**config.mk**
```make
export PLATFORM = sky130hd
export DESIGN_NAME = fx_bus_arb
export DESIGN_NICKNAME = d
export VERILOG_FILES = /design/src/rtl/fx_bus_arb.sv
export SDC_FILE = /design/constraint.sdc
export NUM_CORES = 1
export LEC_CHECK = 0
export CAP_MARGIN = 20
export CORE_MARGIN = 10
export CORE_UTILIZATION = 30
export DETAILED_ROUTE_END_ITERATION = 8
export PLACE_DENSITY_LB_ADDON = 0.05
export SYNTH_ARGS = -nofsm -noshare
export SYNTH_HDL_FRONTEND = slang
export SYNTH_SLANG_ARGS = --single-unit
export TNS_END_PERCENT = 20
```
**constraint.sdc**
```tcl
create_clock -name clk_sys -period 2.6 [get_ports clk_sys]
set_input_delay 0.52 -clock clk_sys [delete_from_list [all_inputs] [get_ports clk_sys]]
set_output_delay 0.52 -clock clk_sys [all_outputs]
set_load 0.1 [all_outputs]
```
**src/rtl/fx_bus_arb.sv**
```systemverilog
// fx_bus_arb: two-master round-robin arbiter and sequencer for the fx bus.
// One single-beat transaction at a time; read data captured after RD_LAT.
module fx_bus_arb #(
    parameter int AW     = 22,
    parameter int DW     = 8,
    parameter int RD_LAT = 1
) (
    input  logic          clk_sys,
    input  logic          rst,
    input  logic          m0_req,
    input  logic          m0_wr,
    input  logic [AW-1:0] m0_addr,
    input  logic [DW-1:0] m0_wdata,
    output logic          m0_ack,
    output logic [DW-1:0] m0_rdata,
    input  logic          m1_req,
    input  logic          m1_wr,
    input  logic [AW-1:0] m1_addr,
    input  logic [DW-1:0] m1_wdata,
    output logic          m1_ack,
    output logic [DW-1:0] m1_rdata,
    output logic [AW-1:0] fx_waddr,
    output logic          fx_wr,
    output logic [DW-1:0] fx_data,
    output logic [AW-1:0] fx_raddr,
    output logic          fx_rd,
    input  logic [DW-1:0] fx_q,
    output logic          busy,
    output logic          owner
);

    typedef enum logic [2:0] {
        IDLE,
        WRITE,
        READ,
        RWAIT,
        DONE
    } state_e;

    localparam logic [2:0] LAT = 3'(RD_LAT);

    state_e        state_q, state_d;
    logic          rr_q, rr_d;
    logic [2:0]    cnt_q, cnt_d;
    logic [AW-1:0] addr_q, addr_d;
    logic [DW-1:0] wdata_q, wdata_d;
    logic          owner_q, owner_d;
    logic          fx_wr_q, fx_wr_d;
    logic          fx_rd_q, fx_rd_d;
    logic [AW-1:0] fx_waddr_q, fx_waddr_d;
    logic [AW-1:0] fx_raddr_q, fx_raddr_d;
    logic [DW-1:0] fx_data_q, fx_data_d;
    logic          ack0_q, ack0_d;
    logic          ack1_q, ack1_d;
    logic          busy_q, busy_d;
    logic [DW-1:0] rd0_q, rd0_d;
    logic [DW-1:0] rd1_q, rd1_d;
    logic          gnt;

    // Next state, round-robin grant, payload latch and read-data capture
    always_comb begin
        state_d = state_q;
        rr_d    = rr_q;
        cnt_d   = cnt_q;
        addr_d  = addr_q;
        wdata_d = wdata_q;
        owner_d = owner_q;
        rd0_d   = rd0_q;
        rd1_d   = rd1_q;
        gnt     = rr_q;
        unique case (state_q)
            IDLE: begin
                if (m0_req || m1_req) begin
                    gnt     = (m0_req && m1_req) ? rr_q : m1_req;
                    owner_d = gnt;
                    rr_d    = ~gnt;
                    addr_d  = gnt ? m1_addr : m0_addr;
                    wdata_d = gnt ? m1_wdata : m0_wdata;
                    state_d = (gnt ? m1_wr : m0_wr) ? WRITE : READ;
                end
            end
            WRITE: state_d = DONE;
            READ: begin
                cnt_d   = LAT;
                state_d = RWAIT;
            end
            RWAIT: begin
                cnt_d = cnt_q - 3'd1;
                if (cnt_q == 3'd1) begin
                    if (owner_q) begin
                        rd1_d = fx_q;
                    end else begin
                        rd0_d = fx_q;
                    end
                    state_d = DONE;
                end
            end
            DONE:    state_d = IDLE;
            default: state_d = IDLE;
        endcase
    end

    // Outputs are registered copies of what the entered state drives
    always_comb begin
        fx_wr_d    = (state_d == WRITE);
        fx_rd_d    = (state_d == READ);
        fx_waddr_d = fx_wr_d ? addr_d : fx_waddr_q;
        fx_data_d  = fx_wr_d ? wdata_d : fx_data_q;
        fx_raddr_d = fx_rd_d ? addr_d : fx_raddr_q;
        ack0_d     = (state_d == DONE) && !owner_d;
        ack1_d     = (state_d == DONE) && owner_d;
        busy_d     = (state_d != IDLE);
    end

    // State and output registers, cleared asynchronously
    always_ff @(posedge clk_sys or posedge rst) begin
        if (rst) begin
            state_q    <= IDLE;
            rr_q       <= 1'b0;
            cnt_q      <= '0;
            addr_q     <= '0;
            wdata_q    <= '0;
            owner_q    <= 1'b0;
            fx_wr_q    <= 1'b0;
            fx_rd_q    <= 1'b0;
            fx_waddr_q <= '0;
            fx_raddr_q <= '0;
            fx_data_q  <= '0;
            ack0_q     <= 1'b0;
            ack1_q     <= 1'b0;
            busy_q     <= 1'b0;
            rd0_q      <= '0;
            rd1_q      <= '0;
        end else begin
            state_q    <= state_d;
            rr_q       <= rr_d;
            cnt_q      <= cnt_d;
            addr_q     <= addr_d;
            wdata_q    <= wdata_d;
            owner_q    <= owner_d;
            fx_wr_q    <= fx_wr_d;
            fx_rd_q    <= fx_rd_d;
            fx_waddr_q <= fx_waddr_d;
            fx_raddr_q <= fx_raddr_d;
            fx_data_q  <= fx_data_d;
            ack0_q     <= ack0_d;
            ack1_q     <= ack1_d;
            busy_q     <= busy_d;
            rd0_q      <= rd0_d;
            rd1_q      <= rd1_d;
        end
    end

    assign fx_wr    = fx_wr_q;
    assign fx_rd    = fx_rd_q;
    assign fx_waddr = fx_waddr_q;
    assign fx_raddr = fx_raddr_q;
    assign fx_data  = fx_data_q;
    assign m0_ack   = ack0_q;
    assign m1_ack   = ack1_q;
    assign m0_rdata = rd0_q;
    assign m1_rdata = rd1_q;
    assign busy     = busy_q;
    assign owner    = owner_q;

endmodule

```
==> reports/qor.yml, run 1 <==
status: "finished clean"
maxCapViolCount: 0
worstSetupPathType: "in -> reg"
grt_usage_pct: 11.7
final_max_slew_viol_count: 0
rr_startpoint: "state_q[0]"
num-nets-final: 472
die_area_sq_um: 16700
synthDistinctLibCells: 32
r2r-end: "fx_raddr[8]"
gp_congestion: 0.673
cp-end-kind: "flop"
fin_crit_ns: 2.00
mostFrequentLayoutCells: "dfrtp_1, buf_4, clkdlybuf4s50_1"
die_y_microns: 129
layout_commonest_cell: "dfrtp_1"
fmax_mhz: 500
drive_gt1_share_pct: 46.6
worst_pin_slew_ns: 0.568
synth_warnings: 0
synth_fp_nets: 318
cp_slowest_cell: "clkdlybuf4s50_1"
setup.worst_path.start: "m0_req"
ant_nets: 0
synth_seq_cells: 81
via_per_inst: 4.42
synth_area_sq_um: 3590
grt_max_degree: 32
worstSetupStartpointType: "primary input"
crit_fanout: 14
coreArea_sq_um: 11600
cts_tree: "yes"
ctsResizeCount: 0
antenna_found_initial: 0
cp.arrival_ns: 2.21
boundaryPins: 148
dr.pass1.iters: 4
clockBufferDepth: 2
portBuffers: 147
vias: 2403
cts_hold_buf: 0
finalClockSkew_ns: 0.00840
synth_cells: 242
cts_root_buf: "clkbuf_16"
grt_pass1_vias: 2739
maxSlewHeadroom_pct: 62.1
critPathMaxStageDelay_ns: 0.52
cts_setup_buffers: 0
drc_errors: 0
die_w_microns: 129
setup_violations: 0
clk_latency_ns: 0.33
clk_pin_slew_worst_paths_ns: 0.06
timing.setup.tns_ns: 0
hp-class: "reg -> reg"
area_delta_synth_final_pct: 50.0
rows: 39
hold_violations: 0
clock_sinks: 81
path_cells: "clkdlybuf4s50_1 -> nand2b_1 -> a21bo_1 -> and3b_2 -> buf_4 -> mux2_4"
reg2reg_slack_ns: 0.68
drt_iter0_markers: 126
dp_hpwl_microns: 7380
synth-seq-area-share_pct: 56.5
grt_overflow_total: 0
post-route-period-util_pct: 76.9
rsz0062_at_grt: "false"
n_antenna_cell: 0
grt_pass1_wl_microns: 15000
drt-wirelength-per-cell_microns: 17.8
cp_data_required_time_ns: 2.81
reg2reg_depth: 5
start_util_pct: 31.0
cts_buffers: 9
drt-total-wl_microns: 9690
htree_levels: 3
crit_end: "fx_raddr[8]"
synth.avg_cell_area_sq_um: 14.8
[cells by family after synthesis]
family	share of synthesized area, %
flip-flops	56.5
AND/OR/NAND/NOR	4.01
buffers and inverters	4.39
AO/OA/AOI/OAI	2.34
adder cells (fa/ha/maj)	0.697
multiplexers	32.1
[final cells by class]
cell class	count	area (sq um)
inverters	14	56.3
repair buffers	156	1400
well taps	143	179
clock inverters	7	76.3
clock buffers	9	225
multi-input cells	134	1420
flip-flops and latches	81	2030
fillers	1055	6180
[metal layers]
metal	GRT usage, %	share of wire [%]	routed length (microns)
met5	0	0	0
met4	4.41	1.4	132
met3	5.02	9.3	896
met2	20.0	51	4940
met1	12.6	38	3720
[sequential cells by signal, summed over array words and instances (netlist names)]
register,flops
fx_raddr,22
fx_waddr,22
fx_data,8
m0_rdata,8
m1_rdata,8
cnt_q,3
state_q,3
busy,1
fx_rd,1
fx_wr,1
m0_ack,1
m1_ack,1
owner,1
rr_q,1
[how the worst min path moves through the flow]
stage                       startpoint      endpoint  slack, ns  cells after the start
after global routing              rr_q          rr_q       0.51                      1
final                             rr_q          rr_q       0.48                      1
after detailed placement          rr_q          rr_q       0.47                      1
after floorplan                   rr_q          rr_q       0.45                      1
after global placement    fx_waddr[10]  fx_waddr[10]       0.47                      1
after CTS                         rr_q          rr_q       0.49                      1
[through the flow]
step                std cells  util, %  hold slack [ns]  worst slack, ns  cell area [sq um]
floorplan                 242        -            0.450            0.743               3590
finish                    544     46.5            0.485            0.602               5380
detailed placement        528     43.9            0.471            0.267               5080
CTS                       544     46.5            0.485            0.610               5380
global placement          528     43.9            0.473            0.288               5080
global route              544     46.5            0.506            0.536               5380
[critical path: cells and delay by family]
family / cells / cell delay (ns)
mux: 1 / 0.32
simple gates: 2 / 0.36
buf+inv: 2 / 0.74
compound gates: 1 / 0.25
[synthesized netlist by cell type (all sizes together)]
master | number | area, sq um
nand2b | 4 | 25.0
nor2 | 4 | 22.5
o21ai | 5 | 28.8
inv | 14 | 52.6
nand3b | 1 | 7.51
nand4 | 1 | 12.5
a21oi | 2 | 13.8
nand3 | 3 | 15.0
buf | 12 | 101
ha | 2 | 25.0
and3b | 1 | 8.76
clkbuf | 1 | 3.75
nand2 | 3 | 11.3
nor3 | 1 | 16.3
dfrtp | 81 | 2030
a22o | 1 | 8.76
mux2i | 16 | 160
and2 | 1 | 6.26
nor2b | 3 | 18.8
a21bo | 1 | 10.0
mux2 | 82 | 991
a31oi | 2 | 12.5
a32o | 1 | 10.0
Power of run 1 is not shown: default switching activity piles up to over one toggle a cycle in this logic, so the estimate is an artifact.
==> run 2, diff against run 1 <==
Clock period 2.6 ns to 1.7 ns, I/O delays scaled along.
==> run 2 against run 1 <==
Via count increased by 5.5%; sequential share of layout area decreased by 7.5 points; non-clock buffer count increased by 23; clock-buffer cell count unchanged; hold slack got worse by 0.088 ns; the run now ends with negative setup slack left; final cell count increased by 4.0%; clock skew decreased by 0.0044 ns.
==> reports/qor.yml, run 2 (synthesized netlist as in run 1, its figures left out) <==
status: "complete, but fails checks"  # was finished clean
violations: "negative setup slack"
die_area_sq_um: 16700  # unchanged
fill_cells: 944  # was 1055
worstSetupStartpointType: "flop"  # was primary input
dr.pass1.iters: 4  # unchanged
timing.setup.tns_ns: -0.00483  # was 0 ns
fmax_mhz: 587
grt_pass1_wl_microns: 15700  # was 15000 microns
seqCellArea_sq_um: 2030  # unchanged
grt_max_degree: 70  # was 32
n_antenna_cell: 0  # unchanged
area_delta_synth_final_pct: 87.4  # was 50.0%
clk_latency_ns: 0.33  # about the same
coreArea_sq_um: 11600  # unchanged
rsz0062_at_grt: "true"  # was false
vias: 2536  # was 2403
cts_buffers: 9  # unchanged
maxSlewHeadroom_pct: 74.6  # was 62.1%
grt_overflow_total: 0  # unchanged
boundaryPins: 148  # unchanged
final_max_slew_viol_count: 0  # unchanged
worst_pin_slew_ns: 0.381  # was 0.568 ns
setup_violations: 4  # was 0
ant_nets: 0  # unchanged
met3_usage_pct: 5.55  # was 5.02%
num-nets-final: 495  # was 472
drt-wirelength-per-cell_microns: 18.3  # was 17.8 microns
mostFrequentLayoutCells: "dfrtp_1, buf_12, clkdlybuf4s50_1"  # was dfrtp_1, buf_4, clkdlybuf4s50_1
clockBufferDepth: 2  # unchanged
start_util_pct: 31.0  # unchanged
grt_pass1_vias: 2881  # was 2739
via_per_inst: 4.48  # was 4.42
use_met1_pct: 13.2  # was 12.6%
htree_levels: 3  # unchanged
cts_hold_buf: 0  # unchanged
pre_cts_ws_ns: -0.355  # was 0.267 ns
antenna_found_initial: 0  # unchanged
maxCapViolCount: 0  # unchanged
cp.arrival_ns: 1.92  # was 2.21 ns
grt_usage_pct: 12.2  # was 11.7%
cp_data_required_time_ns: 1.92  # was 2.81 ns
drive_gt1_share_pct: 50.4  # was 46.6%
die_w_microns: 129  # unchanged
cts_root_buf: "clkbuf_16"  # unchanged
cp-end-kind: "flop"  # unchanged
grtUsageMet2_pct: 20.1  # was 20.0%
clock_sinks: 81  # unchanged
drt_iter0_markers: 87  # was 126
crit_fanout: 6  # was 14
top_usage_layer: "met2"  # unchanged
portBuffers: 147  # unchanged
worstSetupPathType: "reg -> reg"  # was in -> reg
dp_hpwl_microns: 7680  # was 7380 microns
cts_tree: "yes"  # unchanged
post-route-period-util_pct: 100
fin_ws_ns: -0.00253  # was 0.602 ns
finalClockSkew_ns: 0.00398  # was 0.00840 ns
reg2reg_slack_ns: -0.003  # was 0.68 ns
drc_errors: 0  # unchanged
hold_violations: 0  # unchanged
gp_congestion: 0.704  # was 0.673
hp-class: "in -> async"  # was reg -> reg
fin_crit_ns: 1.70
multiInputGateArea_sq_um: 1520  # was 1420 sq um
rows: 39  # unchanged
clk_pin_slew_worst_paths_ns: 0.06  # about the same
drt-total-wl_microns: 10400  # was 9690 microns
die_y_microns: 129  # unchanged
## run 2: area by class of cell
| cell class | instances | area share [%] |
|---|---|---|
| timing repair buffer | 179 | 39.0 |
| sequential | 81 | 30.1 |
| multi-input combinational | 134 | 22.7 |
| clock buffer | 9 | 3.35 |
| tap | 143 | 2.66 |
| clock inverter | 6 | 1.38 |
| inverter | 14 | 0.837 |
## run 2: critical path: stages, from the launching register on
cell and delay [ns]:
dfrtp_1 0.40, nor3_4 0.21, o21ai_2 0.10, buf_6 0.13, a21oi_4 0.13, buf_12 0.15, clkbuf_16 0.16, mux2_4 0.30
## run 2: repair_timing
| action | CTS | global route |
|---|---|---|
| hold endpoints to repair | 0 | 0 |
| buffers inserted | 0 | 8 |
| endpoints found under the setup margin | 14 | 55 |
| pin swaps | 1 | 4 |
| cloned | 0 | 4 |
| resized for setup | 2 | 33 |
## run 2: stage by stage
step | utilization (%) | std cells | hold slack (ns) | instance area [sq um]
6_report | 58.1 | 566 | 0.397 | 6720
5_1_grt | 58.1 | 566 | 0.412 | 6720
4_1_cts | 55.6 | 554 | 0.394 | 6430
3_5_place_dp | 52.8 | 539 | 0.515 | 6100
3_3_place_gp | 52.8 | 539 | 0.509 | 6100
2_1_floorplan | - | 242 | 0.437 | 3590
## run 2: per-layer routing
metal,part of all wire [%],vias to the layer above
met2,51,75
met1,39,1254
met5,0,-
met3,8.7,11
li1,-,1196
met4,1.7,0
## run 2: path summary, 6_finish.rpt
check,from,to,depth (start not counted)
min in group clk_sys,m0_req,owner,3
min,rst,m1_rdata[4],3
max in group asynchronous,rst,fx_raddr[18],3
max reg2reg,state_q[1],fx_waddr[5],7
max,state_q[1],fx_waddr[5],7
min reg2reg,cnt_q[0],cnt_q[0],1
Power of run 2 is left out for the same reason.
